==> src/rtl/irq_pkg.sv <==
// Shared constants, state encoding and helpers for the 8x3 interrupt-request encoder.
package irq_pkg;

    localparam int N_REQ = 8;
    localparam int IDX_W = 3;

    typedef enum logic {
        ST_IDLE    = 1'b0,
        ST_PRESENT = 1'b1
    } state_t;

    // All-ones so that request lines already high when reset releases raise no event.
    localparam logic [N_REQ-1:0] REQ_Q_RST = 8'hFF;

    function automatic logic [N_REQ-1:0] idx_onehot(input logic [IDX_W-1:0] idx);
        logic [N_REQ-1:0] mask;
        mask      = '0;
        mask[idx] = 1'b1;
        return mask;
    endfunction

endpackage

==> src/rtl/prio_enc_8x3.sv <==
// Combinational 8-to-3 priority encoder; the lowest set bit wins.
module prio_enc_8x3
    import irq_pkg::*;
(
    input  logic [N_REQ-1:0] pending,
    output logic [IDX_W-1:0] idx,
    output logic             any
);

    // Scanning downward lets the last hit, the lowest index, take priority.
    always_comb begin
        idx = '0;
        for (int i = N_REQ - 1; i >= 0; i--) begin
            if (pending[i]) begin
                idx = IDX_W'(i);
            end
        end
    end

    assign any = |pending;

endmodule

==> src/rtl/irq_encoder_8x3.sv <==
// Edge-detecting interrupt request collector that presents the highest-priority
// pending request as a 3-bit index over a valid/ack handshake.
module irq_encoder_8x3
    import irq_pkg::*;
(
    input  logic             clk,
    input  logic             rst,
    input  logic             EN,
    input  logic [N_REQ-1:0] REQ,
    input  logic             IRQ_ACK,
    output logic             IRQ_VALID,
    output logic [IDX_W-1:0] IRQ_IDX,
    output logic [N_REQ-1:0] PENDING,
    output logic             OVF
);

    logic [N_REQ-1:0] req_q;
    logic [N_REQ-1:0] pending;
    logic [N_REQ-1:0] req_edge;
    logic [N_REQ-1:0] clr;
    logic [IDX_W-1:0] enc_idx;
    logic             enc_any;
    state_t           state;

    prio_enc_8x3 u_prio_enc (
        .pending (pending),
        .idx     (enc_idx),
        .any     (enc_any)
    );

    // Only an acknowledged presentation clears its own bit.
    always_comb begin
        req_edge = REQ & ~req_q;
        clr      = '0;
        if (state == ST_PRESENT && IRQ_ACK) begin
            clr = idx_onehot(IRQ_IDX);
        end
    end

    // Set wins over clear, so an event landing on the bit being acknowledged survives.
    always_ff @(posedge clk) begin
        if (rst) begin
            req_q   <= REQ_Q_RST;
            pending <= '0;
            OVF     <= 1'b0;
        end else begin
            req_q   <= REQ;
            pending <= (pending & ~clr) | req_edge;
            OVF     <= |(req_edge & pending & ~clr);
        end
    end

    // A presentation is held until acknowledged: no retraction, no pre-emption.
    always_ff @(posedge clk) begin
        if (rst) begin
            state     <= ST_IDLE;
            IRQ_VALID <= 1'b0;
            IRQ_IDX   <= '0;
        end else begin
            case (state)
                ST_IDLE: begin
                    if (EN && enc_any) begin
                        IRQ_IDX   <= enc_idx;
                        IRQ_VALID <= 1'b1;
                        state     <= ST_PRESENT;
                    end
                end
                ST_PRESENT: begin
                    if (IRQ_ACK) begin
                        IRQ_VALID <= 1'b0;
                        state     <= ST_IDLE;
                    end
                end
                default: begin
                    IRQ_VALID <= 1'b0;
                    state     <= ST_IDLE;
                end
            endcase
        end
    end

    assign PENDING = pending;

endmodule
==> config.mk <==
export PLATFORM = sky130hd
export DESIGN_NAME = irq_encoder_8x3
export DESIGN_NICKNAME = d
export VERILOG_FILES = /design/src/rtl/irq_pkg.sv /design/src/rtl/prio_enc_8x3.sv /design/src/rtl/irq_encoder_8x3.sv
export SDC_FILE = /design/constraint.sdc
export NUM_CORES = 1
export LEC_CHECK = 0
export CAP_MARGIN = 5
export CORE_MARGIN = 10
export CORE_UTILIZATION = 45
export CTS_CLUSTER_SIZE = 40
export DETAILED_ROUTE_END_ITERATION = 8
export PLACE_DENSITY_LB_ADDON = 0.05
export SETUP_SLACK_MARGIN = 0.2
export SYNTH_ARGS = -nofsm -noshare
export SYNTH_HDL_FRONTEND = slang
export SYNTH_SLANG_ARGS = --single-unit
==> constraint.sdc <==
create_clock -name clk -period 1.6 [get_ports clk]
set_input_delay 0.24 -clock clk [delete_from_list [all_inputs] [get_ports clk]]
set_output_delay 0.24 -clock clk [all_outputs]
set_load 0.02 [all_outputs]
==> results.md <==
* Status: completed
* Total setup buffers inserted after CTS at 0
* IO buf count at 24
* Fin crit share at 85.3%
* Largest net degree at the start of global routing at 13
* CP endpoint: PENDING[3]
* EDFF count, synth at 0
* Ys async rst share at 0%
* CORE AREA at 1800 µm²
* Syn. warnings at 0
* Dpl hpwl at 1670 µm
* Tmin final at 1370 ps
* CP peak stage delay at 450 ps
* CP delay by family, top: flip-flops
* Fmax at 0.732 GHz
* FF-to-FF setup slack at 290 ps
* Pwr Density at 927 nW/µm²
* CP cell instances: dlygate4sd2_1
* Max-cap violations at 0
* Number of global-route vias before repair at 809
* Initial DRC count at 26
* Area Growth Syn to Fin at 37.7%
* RR Endpoint: OVF
* Critical R2R Launch: IRQ_IDX[2]
* Critical Path RT at 1360 ps
* Router iterations before antenna repair at 4
* Mapped Nets at 105
* Row count at 15
* Unique masters post-synth at 30
* Critical Path AT at 1130 ps
* Clk sinks at 22
* CTS tree: yes
* Reg area at 449 µm²
* Setup-failing EPs final at 0
* Mean post-synth cell area at 9.50 µm²
* Die Y at 64.3 µm
* Gpl congestion at 0.870
* Top_reg_cell synth: dfxtp_1
* Fill cells at 169
* Worst slew pin tran at 356 ps
* ANT nets after route at 0
* Placed cell areas at 1180 µm²
* Worst-case clock skew at 0.995 ps
* Post-synthesis sequential area ratio at 49.9%
* Wire length of the first global-routing pass at 3660 µm
* Hold Crit Class: in -> reg
* Via-to-Cell Ratio at 5.41
* I/O pin total at 25
* Worst rel slew slack at 76.0%
* Cells after synthesis at 93
* RSZ-0062 raised after global routing: true
* Crit-path slowest cell: dfxtp_1
* Initial antenna violation count at 0
* P_leak at 0.475 nW
* Ant. Diodes at 0
* Final Cell Area at 1220 µm²
* Area occupied by multi-input gates at 439 µm²
* Drt wl/cell at 14.2 µm
* Crit. Startpoint: PENDING[3]
* CTS root buf: clkbuf_4
* Worst-path fanout max at 5
* Nets at 137
* Power, Total at 1.13 mW
* WP buf/inv at 1
* GRT Util Overall at 10.9%
* Fraction of layout cells with a size suffix above 1 at 19.4%
* Via count at 806
* Synthesized area at 883 µm²
* Crit path kind: reg -> out
* Die ar. at 4140 µm²
* Worst R2R Path Depth at 4
* Skew-Pair Late Insertion Delay at 310 ps
* CP Depth at 1
* CTS H-tree lvls at 1
* CTS Buf Count at 3
* DRC Markers at 0
* Final hold violations at 0
* Grt total ovfl at 0
* Drt total wl at 2120 µm
* Clock buffer depth at 2
* Initial core utilization at 49.0%
* Seq cells post-synth at 22
* Die Wd at 64.3 µm
* CP Capture Type: primary output
* Final Max Slew Viols at 0
* Clock slew at reported path FFs at 120 ps
* Startpoint type of the worst setup path: flop
* Max IR drop VDD at 0.732 mV
Yosys cell counts (2+ instances only):
cell type  number  area, µm²
nand2b_1        9       56.3
clkbuf_1        2       7.51
inv_1           2       7.51
nand2_1         3       11.3
nor2b_1         2       12.5
or2_1           7       43.8
o21ai_0         2       10.0
nor2_1         10       37.5
a21oi_1        10       50.1
o22a_1          2       17.5
o31ai_1         2       15.0
a31oi_1         2       12.5
nor3_1          2       10.0
dfxtp_1        22        440
kinds of logic after synthesis:
family | share of synthesized area (%)
buf+inv | 1.70
simple gates | 24.4
flops | 49.9
compound gates | 24.1
registers in the layout (all words and copies together) (netlist names):
name and flops:
req_q 8, state 1, IRQ_VALID 1, OVF 1
PENDING 8, IRQ_IDX 3
power breakdown:
| part | total (mW) | internal, mW | switching (mW) |
|---|---|---|---|
| clock network | 0.306 | 0.139 | 0.167 |
| logic | 0.199 | 0.0993 | 0.0994 |
| registers | 0.624 | 0.585 | 0.0387 |
| total | 1.13 | 0.823 | 0.305 |
layout by cell type (no fill, tap or decap), types with 2 or more instances in the layout:
cell type and count:
nand2b_1 9, clkbuf_4 3, clkbuf_2 2, a21oi_1 10, a31oi_1 2, inv_1 2
clkdlybuf4s50_1 10, buf_4 5, dfxtp_1 17, or2_1 7, o31ai_1 2, o22a_1 2
o21ai_0 2, nor2b_1 2, nor3_1 2, nand2_1 2, dlygate4sd2_1 12, nor2_1 10
dfxtp_2 4
cell type report:
| type | instances | share of cell area [%] |
|---|---|---|
| Multi-Input combinational cell | 67 | 36.1 |
| Clock buffer | 4 | 2.98 |
| Sequential cell | 22 | 36.9 |
| Inverter | 2 | 0.617 |
| Timing Repair Buffer | 29 | 20.8 |
| Tap cell | 25 | 2.57 |
worst min path at each step:
| stage | slack, ps | startpoint | depth (start not counted) | endpoint |
|---|---|---|---|---|
| after floorplan | 330 | IRQ_ACK | 1 | IRQ_VALID |
| after detailed placement | 490 | IRQ_VALID | 2 | IRQ_VALID |
| final | 350 | IRQ_ACK | 2 | IRQ_VALID |
| after CTS | 340 | IRQ_ACK | 2 | IRQ_VALID |
| after global placement | 480 | IRQ_VALID | 2 | IRQ_VALID |
| after global routing | 360 | IRQ_ACK | 2 | IRQ_VALID |
through the flow:
stage / utilization (%) / hold slack (ps) / cells / TNS (ps) / setup slack [ps]
finish: 67.5 / 355 / 149 / 0 / 234
CTS: 67.2 / 337 / 149 / 0 / 208
detailed placement: 65.8 / 492 / 145 / -230 / -164
floorplan: - / 335 / 93 / 0 / 205
global placement: 65.8 / 483 / 145 / -114 / -114
global route: 67.5 / 361 / 149 / 0 / 168
repair_timing:
action,4_1_cts,5_1_grt
hold endpoints to repair,0,0
resized for setup,18,8
setup endpoints to repair,14,6
hold buffers,0,0
layer usage:
layer | track usage [%] | vias up | part of all wire [%]
met1 | 12.7 | 379 | 44
li1 | - | 393 | -
met2 | 17.2 | 29 | 48
met5 | 0 | - | 0
met4 | 5.61 | 0 | 2.1
met3 | 3.66 | 5 | 6.0
Note: power is estimated with default switching activity, not from simulation.
